**src/rtl/hum_pkg.sv**
```systemverilog
// Shared constants for the humidity alarm scanner: 7-segment codes and size limits.
package hum_pkg;

    localparam int MAX_NSENS = 10;

    localparam logic [7:0] SEG_BLANK = 8'h00;

    // Segment order {dp,g,f,e,d,c,b,a}; dp is never set here.
    localparam logic [7:0] SEG_DIGIT [0:9] = '{
        8'h3F, 8'h06, 8'h5B, 8'h4F, 8'h66,
        8'h6D, 8'h7D, 8'h07, 8'h7F, 8'h6F
    };

endpackage

```
**src/rtl/hum_debounce.sv**
```systemverilog
// Single-input debouncer: the output flips only after the input has disagreed
// with it for DEB_CYCLES consecutive clocks.
module hum_debounce #(
    parameter int DEB_CYCLES = 3
) (
    input  logic clk_2,
    input  logic reset,
    input  logic din,
    output logic deb
);

    localparam int CW = (DEB_CYCLES > 1) ? $clog2(DEB_CYCLES) : 1;

    logic [CW-1:0] cnt;

    always_ff @(posedge clk_2) begin
        if (reset) begin
            cnt <= '0;
            deb <= 1'b0;
        end else if (din != deb) begin
            // The DEB_CYCLES-th disagreeing sample is the one that flips deb.
            if (cnt == CW'(DEB_CYCLES - 1)) begin
                deb <= din;
                cnt <= '0;
            end else begin
                cnt <= cnt + 1'b1;
            end
        end else begin
            cnt <= '0;
        end
    end

endmodule

```
**src/rtl/humidity_alarm_scan.sv**
```systemverilog
// Multi-sensor humidity alarm: debounce, latch until ack, scan alarmed sensor numbers
// onto one 7-segment digit. Optional HUM_MULTI_DP_EN lights dp when 2+ alarms are latched.
module humidity_alarm_scan
    import hum_pkg::*;
#(
    parameter int NSENS      = 4,
    parameter int DEB_CYCLES = 3,
    parameter int DWELL      = 4
) (
    input  logic                       clk_2,
    input  logic                       reset,
    input  logic [NSENS-1:0]           low_hum,
    input  logic                       ack,
    output logic [7:0]                 seg,
    output logic [NSENS-1:0]           alarm_vec,
    output logic                       alarm_any,
    output logic [$clog2(NSENS+1)-1:0] alarm_cnt
);

    localparam int PTR_W = (NSENS > 1) ? $clog2(NSENS) : 1;
    localparam int DW_W  = (DWELL > 1) ? $clog2(DWELL) : 1;
    localparam int CNT_W = $clog2(NSENS + 1);

    logic [NSENS-1:0] deb;
    logic [PTR_W-1:0] ptr;
    logic [PTR_W-1:0] next_ptr;
    logic [DW_W-1:0]  dwell;
    logic [7:0]       shown;
    logic             dp;

    genvar gi;
    generate
        for (gi = 0; gi < NSENS; gi++) begin : g_deb
            hum_debounce #(
                .DEB_CYCLES(DEB_CYCLES)
            ) u_deb (
                .clk_2 (clk_2),
                .reset (reset),
                .din   (low_hum[gi]),
                .deb   (deb[gi])
            );
        end
    endgenerate

    // A fresh debounced alarm outranks an ack arriving in the same cycle.
    always_ff @(posedge clk_2) begin
        if (reset) begin
            alarm_vec <= '0;
        end else begin
            alarm_vec <= deb | (alarm_vec & ~{NSENS{ack}});
        end
    end

    function automatic logic [PTR_W-1:0] wrap_inc(input logic [PTR_W-1:0] p);
        return (p == PTR_W'(NSENS - 1)) ? '0 : p + 1'b1;
    endfunction

    // Circular search from ptr+1; lands back on ptr when it is the only alarm.
    always_comb begin
        logic [PTR_W-1:0] cand;
        logic             found;
        next_ptr = ptr;
        cand     = ptr;
        found    = 1'b0;
        for (int k = 0; k < NSENS; k++) begin
            cand = wrap_inc(cand);
            if (!found && alarm_vec[cand]) begin
                next_ptr = cand;
                found    = 1'b1;
            end
        end
    end

    always_ff @(posedge clk_2) begin
        if (reset) begin
            ptr   <= '0;
            dwell <= '0;
        end else if (alarm_vec == '0) begin
            ptr   <= ptr;
            dwell <= dwell;
        end else if (!alarm_vec[ptr]) begin
            ptr   <= next_ptr;
            dwell <= '0;
        end else if (dwell == DW_W'(DWELL - 1)) begin
            ptr   <= next_ptr;
            dwell <= '0;
        end else begin
            dwell <= dwell + 1'b1;
        end
    end

    always_comb begin
        alarm_cnt = '0;
        for (int i = 0; i < NSENS; i++) begin
            alarm_cnt = alarm_cnt + CNT_W'(alarm_vec[i]);
        end
    end

    assign alarm_any = |alarm_vec;

    // Display decode looks only at registered state, never at low_hum or ack.
    always_comb begin
        shown = SEG_BLANK;
        if (alarm_vec[ptr]) begin
            for (int i = 0; i < NSENS; i++) begin
                if (ptr == PTR_W'(i)) begin
                    shown = SEG_DIGIT[i];
                end
            end
        end
    end

`ifdef HUM_MULTI_DP_EN
    assign dp = (alarm_cnt >= CNT_W'(2));
`else
    assign dp = 1'b0;
`endif

    assign seg = {dp, shown[6:0]};

endmodule

```
**config.mk**
```make
export PLATFORM = sky130hd
export DESIGN_NAME = humidity_alarm_scan
export DESIGN_NICKNAME = d
export VERILOG_FILES = /design/src/rtl/hum_pkg.sv /design/src/rtl/hum_debounce.sv /design/src/rtl/humidity_alarm_scan.sv
export SDC_FILE = /design/constraint.sdc
export NUM_CORES = 1
export LEC_CHECK = 0
export CAP_MARGIN = 20
export CORE_MARGIN = 2
export CORE_UTILIZATION = 43
export CTS_CLUSTER_DIAMETER = 60
export DETAILED_ROUTE_END_ITERATION = 8
export HOLD_SLACK_MARGIN = 0.03
export PLACE_DENSITY_LB_ADDON = 0.15
export SLEW_MARGIN = 20
export SYNTH_ARGS = -nofsm -noshare
export SYNTH_HDL_FRONTEND = slang
export SYNTH_SLANG_ARGS = --single-unit
```
**constraint.sdc**
```tcl
create_clock -name clk_2 -period 3.6 [get_ports clk_2]
set_clock_uncertainty 0.15 [all_clocks]
set_input_delay 0.36 -clock clk_2 [delete_from_list [all_inputs] [get_ports clk_2]]
set_output_delay 0.36 -clock clk_2 [all_outputs]
set_load 0.05 [all_outputs]
```
==> results of run 1 <==
## through the flow
stage	instance area (um2)	cells	setup slack [ps]	hold WS, ps
2_1_floorplan	1082	126	882.6	241.2
3_3_place_gp	1300	173	751.2	247.7
3_5_place_dp	1300	173	680.0	253.3
4_1_cts	1323	176	347.8	268.0
5_1_grt	1323	176	209.3	287.2
6_report	1323	176	366.9	263.7
## cells in the mapped netlist, types with 2 or more instances
| master | n |
|---|---|
| or4_1 | 2 |
| dfxtp_1 | 20 |
| o21a_1 | 3 |
| buf_4 | 2 |
| or3_1 | 6 |
| nor2_1 | 24 |
| nand3_1 | 3 |
| o21ai_0 | 4 |
| ha_1 | 12 |
| xnor2_1 | 4 |
| a21oi_1 | 7 |
| nand2_1 | 5 |
| a31oi_1 | 2 |
| inv_1 | 13 |
| mux2i_1 | 6 |
## critical path, stage by stage, from the launching register on
cell             delay [ps]
dfxtp_1                 480
inv_1                   130
fa_1                    540
inv_1                    40
ha_1                    170
ha_1                    270
clkdlybuf4s50_1         800
## power by group through the flow
stage | sequential [mW] | clock [mW] | combinational [mW]
final | 0.237 | 0.0987 | 0.0930
after global routing | 0.239 | 0.113 | 0.103
after CTS | 0.237 | 0.105 | 0.0943
after detailed placement | 0.243 | 0 | 0.0941
after global placement | 0.242 | 0 | 0.0922
after floorplan | 0.243 | 0 | 0.0665
## cell families (layout without fill, tap and decap cells)
logic type	after synthesis	in the layout	synth area share, %
AND/OR/NAND/NOR	45	45	19.19
AO/OA/AOI/OAI	20	20	11.68
flip-flops	20	20	36.99
buffers and inverters	17	37	7.283
adder cells (fa/ha/maj)	13	13	15.72
multiplexers	6	6	5.549
XOR/XNOR	4	4	3.237
other	1	1	0.3465
## state kept, by name, summed over array words and instances (netlist names)
signal and flops:
g_deb.u_deb.cnt 8, alarm_vec 4, g_deb.u_deb.deb 4, dwell 2, ptr 2
## final cells by class
cell class              count  area [um2]  area share, %
inverters                  13       48.80          3.690
flip-flops and latches     20       400.4          30.27
repair buffers             21       210.2          15.89
clock buffers               3       22.52          1.703
multi-input cells          89       603.1          45.60
well taps                  30       37.54          2.838
## worst max-delay path by stage
stage | from | end | slack (ps) | cells after the start
finish | alarm_vec[0] | alarm_cnt[1] | 370 | 6
global route | alarm_vec[0] | alarm_cnt[1] | 210 | 6
CTS | alarm_vec[0] | alarm_cnt[1] | 350 | 6
detailed placement | alarm_vec[0] | alarm_cnt[1] | 680 | 6
global placement | alarm_vec[0] | alarm_cnt[1] | 750 | 6
floorplan | alarm_vec[0] | seg[4] | 880 | 4
## placed cells by master, fill, tap and decap left out, types with 2 or more instances in the layout
cell type,n
clkbuf_4,3
or4_1,2
nor2_1,24
o21a_1,3
mux2i_1,6
a31oi_1,2
inv_1,13
a21oi_1,7
ha_1,12
nand3_1,3
clkdlybuf4s50_1,21
o21ai_0,4
nand2_1,5
xnor2_1,4
dfxtp_1,20
or3_1,6
## per-layer routing
layer	vias to the layer above	part of all wire [%]	GRT usage [%]
li1	463	-	-
met1	414	40	17.21
met3	2	3.5	3.611
met4	0	0.79	9.167
met2	14	55	27.31
met5	-	0	0
==> results.py, run 1 <==
metrics = {
    "timing": {
        "maxSlewViolCount": 0,
        "layout_min_cycle_time_ps": 3233,
        "worstMarginPinSlew_ps": 540.1,
        "finalSetupTns_ps": 0,
        "timing.final.crit_share_pct": 89.81,
        "fmax_mhz": 309.3,
        "setup_viol": 0,
        "relSlewSlack_pct": 63.88,
        "rsz0062_at_grt": "false",
        "finalHoldViolCount": 0,
    },
    "floorplanning": {
        "fp.dieH_um": 54.17,
        "die_area_mm2": 0.002934,
        "dieWidth_um": 54.17,
        "start_util_pct": 44.50,
        "ioPinCount": 23,
        "core_mm2": 0.002432,
        "rows": 18,
    },
    "finish": {
        "areaGrowthSynthToFinish_pct": 22.20,
        "final_core_util_pct": 54.37,
        "antenna_cells": 0,
        "drive_gt1_share_pct": 2.740,
        "fin_nets": 168,
        "fillerInstances": 247,
    },
    "synth": {
        "yosysWarnings": 0,
        "syn_inst": 126,
        "synth.top_cell.area_share_pct": 36.99,
        "synth-edff-count": 0,
        "synth_seq_cells": 20,
        "yosysSeqAreaShare_pct": 36.99,
        "synthFlopType": "dfxtp_1",
        "async_flop_share_pct": 0,
        "syn_nets": 146,
        "syn_area_mm2": 0.001082,
        "synth.area.top_cells": "dfxtp_1, ha_1, nor2_1",
        "synth_cell_types": 28,
        "synth_top_area_cell": "dfxtp_1",
        "avgSynthCellArea_um2": 8.590,
    },
    "pwr": {
        "p_seq_share_pct": 55.3,
        "power.share.clock_pct": 23.0,
        "p_comb_share_pct": 21.7,
        "p_int_mw": 0.3058,
        "total_power_mw": 0.4288,
        "power_density_mw_per_mm2": 324.3,
        "ir_worst_vdd_mv": 0.2394,
        "swShare_pct": 28.69,
        "leakage_nw": 0.5496,
        "net-switching-power_mw": 0.1231,
    },
    "global_routing": {
        "grt_overflow": 0,
        "antenna_found_initial": 0,
        "grt_usage_pct": 15.70,
        "grt_pass1_vias": 805,
        "grt_pass1_wl_mm": 3.298,
        "grt_max_degree": 17,
    },
    "clock_tree": {
        "cts_setup_buffers": 0,
        "htreeDepth": 1,
        "numCtsBuffers": 3,
        "cts_buffer_depth": 2,
        "cts_root_buf": "clkbuf_4",
        "cts_tree": "built",
        "hold_buffers": 0,
        "cts_sinks": 20,
        "clock_latency_ps": 290,
        "ctsResizeCount": 0,
        "clk_pin_slew_ps": 100,
    },
    "drt": {
        "vias": 893,
        "final_antenna_net_count": 0,
        "drc": 0,
        "drtIter0Drc": 4,
        "drtPass1Iterations": 4,
        "via_per_inst": 5.074,
        "wirelength_mm": 1.896,
        "routedWlPerCell_um": 10.77,
    },
    "setup_path": {
        "cp.required_ps": 3090,
        "end_kind": "output port",
        "crit_arrival_ps": 2720,
        "critPathMaxFanout": 9,
        "regToRegSetupSlack_ps": 1140,
        "r2r-end": "ptr[0]",
        "start_kind": "register",
        "reg2regPathDepth": 6,
        "critical_path_class": "register to output port",
        "r2r-start": "ptr[0]",
    },
    "min_path": {
        "hold_class": "register to register",
        "hold_path_depth": 1,
        "min_from": "g_deb[3].u_deb.cnt[0]",
        "hold_path_end": "g_deb[3].u_deb.cnt[0]",
    },
    "placed_design": {
        "dp_hpwl_mm": 1.563,
        "portBuffers": 21,
        "gp_congestion": 0.8993,
    },
    "outcome": {
        "status": "finished, final reports clean",
    },
    "job": {
        "maxCapViolCount": 0,
    },
}
Power figures use the tool's default switching activity.
==> inputs of run 2 (changes only) <==
--- a/config.mk
+++ b/config.mk
@@ -7,9 +7,10 @@
 export LEC_CHECK = 0
 export CAP_MARGIN = 20
 export CORE_MARGIN = 2
-export CORE_UTILIZATION = 43
+export CORE_UTILIZATION = 53
 export CTS_CLUSTER_DIAMETER = 60
 export DETAILED_ROUTE_END_ITERATION = 8
+export GPL_TIMING_DRIVEN = 0
 export HOLD_SLACK_MARGIN = 0.03
 export PLACE_DENSITY_LB_ADDON = 0.15
 export SLEW_MARGIN = 20
==> run 2 against run 1 <==
Net effect: setup slack got worse by 16 ps; final cell count increased by 1.1%; critical path depth unchanged; sequential share of layout area decreased by 0.89 points; utilization increased by 16 points; sequential cell count unchanged; maximum frequency decreased by 0.50%; combinational power increased by 5.5%; wire length decreased by 0.63%; via count increased by 0.11%; worst hold slack improved by 0.94 ps; critical path type unchanged; total power increased by 7.5%.
==> results.py, run 2 (synthesis gave the netlist of run 1 again) <==
metrics = {
    "floorplanning": {
        "core_mm2": 0.001942,
        "start_util_pct": 55.73,
        "ioPinCount": 23,
        "fp.dieH_um": 49.19,
        "dieWidth_um": 49.19,
        "die_area_mm2": 0.002420,
        "rows": 16,
    },
    "placed_design": {
        "dp_hpwl_mm": 1.535,
        "gp_congestion": 0.9108,
        "dp_cells": 174,
        "portBuffers": 21,
    },
    "finish": {
        "top_regs": "g_deb.u_deb.cnt (8), alarm_vec (4), g_deb.u_deb.deb (4)",
        "multi_input_area_um2": 603.1,
        "areaGrowthSynthToFinish_pct": 25.90,
        "final_core_util_pct": 70.17,
        "largest_register_ffs": 8,
        "mostFrequentLayoutCell": "nor2_1",
        "fin_nets": 172,
        "antenna_cells": 0,
        "drive_gt1_share_pct": 5.298,
        "final-seq-area_um2": 400.4,
        "final_cell_mix": "nor2_1, clkdlybuf4s50_1, dfxtp_1",
        "regMostFlops": "g_deb.u_deb.cnt",
        "fillerInstances": 162,
        "fin_cells": 178,
    },
    "drt": {
        "drtIter0Drc": 7,
        "drc": 0,
        "via_per_inst": 5.022,
        "drtPass1Iterations": 4,
        "routedWlPerCell_um": 10.58,
        "wirelength_mm": 1.884,
        "vias": 894,
        "final_antenna_net_count": 0,
    },
    "timing": {
        "setup_viol": 0,
        "fmax_mhz": 307.8,
        "rsz0062_at_grt": "false",
        "relSlewSlack_pct": 66.24,
        "finalHoldViolCount": 0,
        "timing.final.crit_share_pct": 90.26,
        "layout_min_cycle_time_ps": 3249,
        "maxSlewViolCount": 0,
        "finalSetupTns_ps": 0,
        "worstMarginPinSlew_ps": 504.8,
    },
    "setup_path": {
        "crit_arrival_ps": 2740,
        "critical_path_class": "register to output port",
        "critPathSlowestCell": "clkdlybuf4s50_1",
        "path_cells": "inv_1 -> fa_1 -> inv_1 -> ha_1 -> ha_1 -> clkdlybuf4s50_1",
        "start_kind": "register",
        "end_kind": "output port",
        "cp.required_ps": 3090,
        "critPathMaxFanout": 9,
        "max_stage_delay_ps": 790,
        "reg2regPathDepth": 7,
    },
    "clock_tree": {
        "cts_sinks": 20,
        "ctsResizeCount": 0,
        "cts_root_buf": "clkbuf_4",
        "cts_buffer_depth": 2,
        "cts_setup_buffers": 0,
        "hold_buffers": 0,
        "cts_tree": "built",
        "clock_latency_ps": 290,
        "htreeDepth": 1,
        "numCtsBuffers": 3,
        "clk_pin_slew_ps": 100,
    },
    "pwr": {
        "ir_worst_vdd_mv": 0.3463,
        "leakage_nw": 0.5750,
        "power_density_mw_per_mm2": 338.3,
    },
    "min_path": {
        "hold_class": "register to register",
        "hold_path_depth": 1,
    },
    "global_routing": {
        "grt_max_degree": 12,
        "grt_usage_pct": 17.84,
        "grt_pass1_vias": 830,
        "grt_overflow": 0,
        "grt_pass1_wl_mm": 3.429,
        "antenna_found_initial": 0,
    },
    "job": {
        "maxCapViolCount": 0,
    },
    "outcome": {
        "status": "finished, final reports clean",
    },
}
-- run 2: cell types whose count changed in the layout (fill, tap and decap cells not counted), sizes merged --
cell and delta:
buf +3, clkbuf +2
-- run 2: metal layers --
layer | up-vias | global-route usage [%] | part of all wire, %
li1 | 475 | - | -
met1 | 397 | 22.76 | 47
met2 | 20 | 29.73 | 48
met3 | 2 | 2.761 | 4.8
met4 | 0 | 7.619 | 0.74
met5 | - | 0 | 0
-- run 2: through the flow --
stage	power [mW]	hold slack [ps]	setup WS (ps)	area, um2
2_1_floorplan	0.3096	241.2	882.6	1082
3_3_place_gp	0.3369	247.3	707.4	1326
3_5_place_dp	0.3401	253.7	676.0	1326
4_1_cts	0.4652	269.8	343.5	1363
5_1_grt	0.4847	290.4	267.6	1363
6_report	0.4610	264.7	350.7	1363
-- run 2: power breakdown --
part	total (mW)	internal, mW	switching, mW
clock	0.127	0.0616	0.0649
combinational	0.0981	0.0397	0.0583
sequential	0.236	0.230	0.00645
-- run 2: path summary, 6_finish.rpt --
path	slack, ps	end	startpoint
worst max-delay path	350	alarm_cnt[1]	alarm_vec[0]
worst min-delay path	260	g_deb[2].u_deb.cnt[0]	g_deb[2].u_deb.cnt[0]
worst max register to register	1230	ptr[0]	ptr[0]
worst min register to register	260	g_deb[2].u_deb.cnt[0]	g_deb[2].u_deb.cnt[0]
-- run 2: final cells by class --
class                           count  share of cell area, %
Sequential cell                    20                  29.38
Timing Repair Buffer               21                  15.43
Inverter                           13                  3.581
Clock buffer                        4                  2.663
Tap cell                           27                  2.479
Buffer                              4                  2.204
Multi-Input combinational cell     89                  44.26
-- run 2: worst max-delay path, delay by kind of cell, from the launching register on --
family	cells	cell delay, ps
flops	1	500
buf+inv	3	970
fa+ha+maj	3	980
==> inputs of run 3 (changes only) <==
--- a/config.mk
+++ b/config.mk
@@ -6,7 +6,7 @@
 export NUM_CORES = 1
 export LEC_CHECK = 0
 export CAP_MARGIN = 20
-export CORE_MARGIN = 2
+export CORE_MARGIN = 1.5
 export CORE_UTILIZATION = 53
 export CTS_CLUSTER_DIAMETER = 60
 export DETAILED_ROUTE_END_ITERATION = 8
==> run 3 against run 2 <==
Net effect: non-clock buffer count is the same; sequential cell count is the same; largest cell class unchanged; wire length grew 3.2%; worst hold slack gained 0.66 ps.
==> results.py, run 3 (synthesis gave the netlist of run 1 again) <==
metrics = {
    "setup_path": {
        "critPathSlowestCell": "clkdlybuf4s50_1",
        "start_kind": "register",
        "r2r-start": "ptr[0]",
        "path_cells": "inv_1 -> fa_1 -> inv_1 -> ha_1 -> ha_1 -> clkdlybuf4s50_1",
        "critPathMaxFanout": 9,
        "cp.required_ps": 3090,
        "regToRegSetupSlack_ps": 1220,
        "cp_num_buf_inv": 3,
        "max_stage_delay_ps": 790,
        "r2r-end": "ptr[0]",
        "reg2regPathDepth": 7,
        "crit_arrival_ps": 2740,
        "crit_cells": 6,
        "end_kind": "output port",
        "critical_path_class": "register to output port",
        "critPathTopFamily": "adder cells",
    },
    "finish": {
        "areaGrowthSynthToFinish_pct": 24.62,
        "antenna_cells": 0,
        "regMostFlops": "g_deb.u_deb.cnt",
        "fin_nets": 172,
        "final_cell_area_mm2": 0.001349,
        "mostFrequentLayoutCell": "nor2_1",
        "top_regs": "g_deb.u_deb.cnt (8), alarm_vec (4), g_deb.u_deb.deb (4)",
        "fin_cells": 177,
        "final-seq-area_um2": 400.4,
        "multi_input_area_um2": 603.1,
        "final_cell_mix": "nor2_1, clkdlybuf4s50_1, dfxtp_1",
        "largest_register_ffs": 8,
        "fillerInstances": 177,
        "drive_gt1_share_pct": 4.667,
    },
    "timing": {
        "setup_viol": 0,
        "timing.hold.ws_ps": 265.3,
        "timing.final.crit_share_pct": 90.28,
        "finalSetupTns_ps": 0,
        "worstMarginPinSlew_ps": 503.0,
        "fmax_mhz": 307.7,
        "rsz0062_at_grt": "false",
        "finalHoldViolCount": 0,
        "relSlewSlack_pct": 66.36,
        "layout_min_cycle_time_ps": 3250,
        "maxSlewViolCount": 0,
    },
    "min_path": {
        "hold_path_depth": 1,
        "hold_path_end": "g_deb[2].u_deb.cnt[0]",
        "hold_class": "register to register",
        "min_from": "g_deb[2].u_deb.cnt[0]",
    },
    "drt": {
        "final_antenna_net_count": 0,
        "drtPass1Iterations": 4,
        "vias": 897,
        "routedWlPerCell_um": 10.99,
        "drtIter0Drc": 8,
        "via_per_inst": 5.068,
        "drc": 0,
        "wirelength_mm": 1.945,
    },
    "clock_tree": {
        "numCtsBuffers": 3,
        "cts_tree": "built",
        "clock_latency_ps": 300,
        "hold_buffers": 0,
        "cts_sinks": 20,
        "cts_buffer_depth": 2,
        "cts_root_buf": "clkbuf_4",
        "htreeDepth": 1,
        "clk_pin_slew_ps": 100,
        "ctsResizeCount": 0,
        "cts_setup_buffers": 0,
    },
    "floorplanning": {
        "ioPinCount": 23,
        "start_util_pct": 55.73,
        "dieWidth_um": 48.19,
        "core_mm2": 0.001942,
        "fp.dieH_um": 48.19,
        "die_area_mm2": 0.002322,
        "rows": 16,
    },
    "job": {
        "maxCapViolCount": 0,
    },
    "pwr": {
        "ir_worst_vdd_mv": 0.2743,
        "total_power_mw": 0.4352,
        "power_density_mw_per_mm2": 322.6,
        "leakage_nw": 0.5678,
    },
    "global_routing": {
        "grt_pass1_wl_mm": 3.167,
        "antenna_found_initial": 0,
        "grt_pass1_vias": 795,
        "grt_overflow": 0,
        "grt_max_degree": 11,
        "grt_usage_pct": 19.80,
    },
    "placed_design": {
        "gp_congestion": 0.8440,
        "dp_hpwl_mm": 1.615,
        "portBuffers": 21,
        "place_area_mm2": 0.001326,
        "dp_cells": 174,
    },
    "outcome": {
        "status": "finished, final reports clean",
    },
}
## run 3: cell count changes in the layout (fill, tap and decap cells not counted), sizes merged
cell,change
clkbuf,-1
## run 3: how the worst max path moves through the flow
stage                             from      endpoint
final                     alarm_vec[0]  alarm_cnt[1]
after global placement    alarm_vec[0]  alarm_cnt[1]
after detailed placement  alarm_vec[0]  alarm_cnt[1]
after CTS                 alarm_vec[0]  alarm_cnt[1]
after floorplan           alarm_vec[0]        seg[4]
after global routing      alarm_vec[0]  alarm_cnt[1]
## run 3: metal layers
layer | wire length, um | GRT usage (%) | up-vias
met2 | 984 | 34.47 | 19
met4 | 30 | 10.27 | 0
met5 | 0 | 0 | -
met3 | 68 | 3.704 | 4
met1 | 862 | 22.83 | 404
li1 | - | - | 470
## run 3: worst register-to-register path: stages, from the launching register on
cell     delay (ps)
dfxtp_1         390
buf_6           140
inv_1            60
ha_1            350
or3_1           320
a32o_1          260
or4_1           500
a21oi_1         140
## run 3: cell type report
class                      count  share of cell area, %
sequential                    20                  29.68
multi-input combinational     89                  44.71
tap                           27                  2.505
inverter                      13                  3.618
buffer                         4                  2.226
clock buffer                   3                  1.670
timing repair buffer          21                  15.58
## run 3: power breakdown
| group | total, mW | switching [mW] | internal [mW] |
|---|---|---|---|
| Sequential | 0.237 | 0.00663 | 0.230 |
| Clock | 0.101 | 0.0621 | 0.0390 |
| Combinational | 0.0976 | 0.0580 | 0.0396 |
## run 3: through the flow
step	utilization (%)	setup WS [ps]
after floorplan	-	882.6
after global placement	68.30	707.5
after detailed placement	68.30	656.8
after CTS	69.46	321.6
after global routing	69.46	256.6
final	69.46	349.8
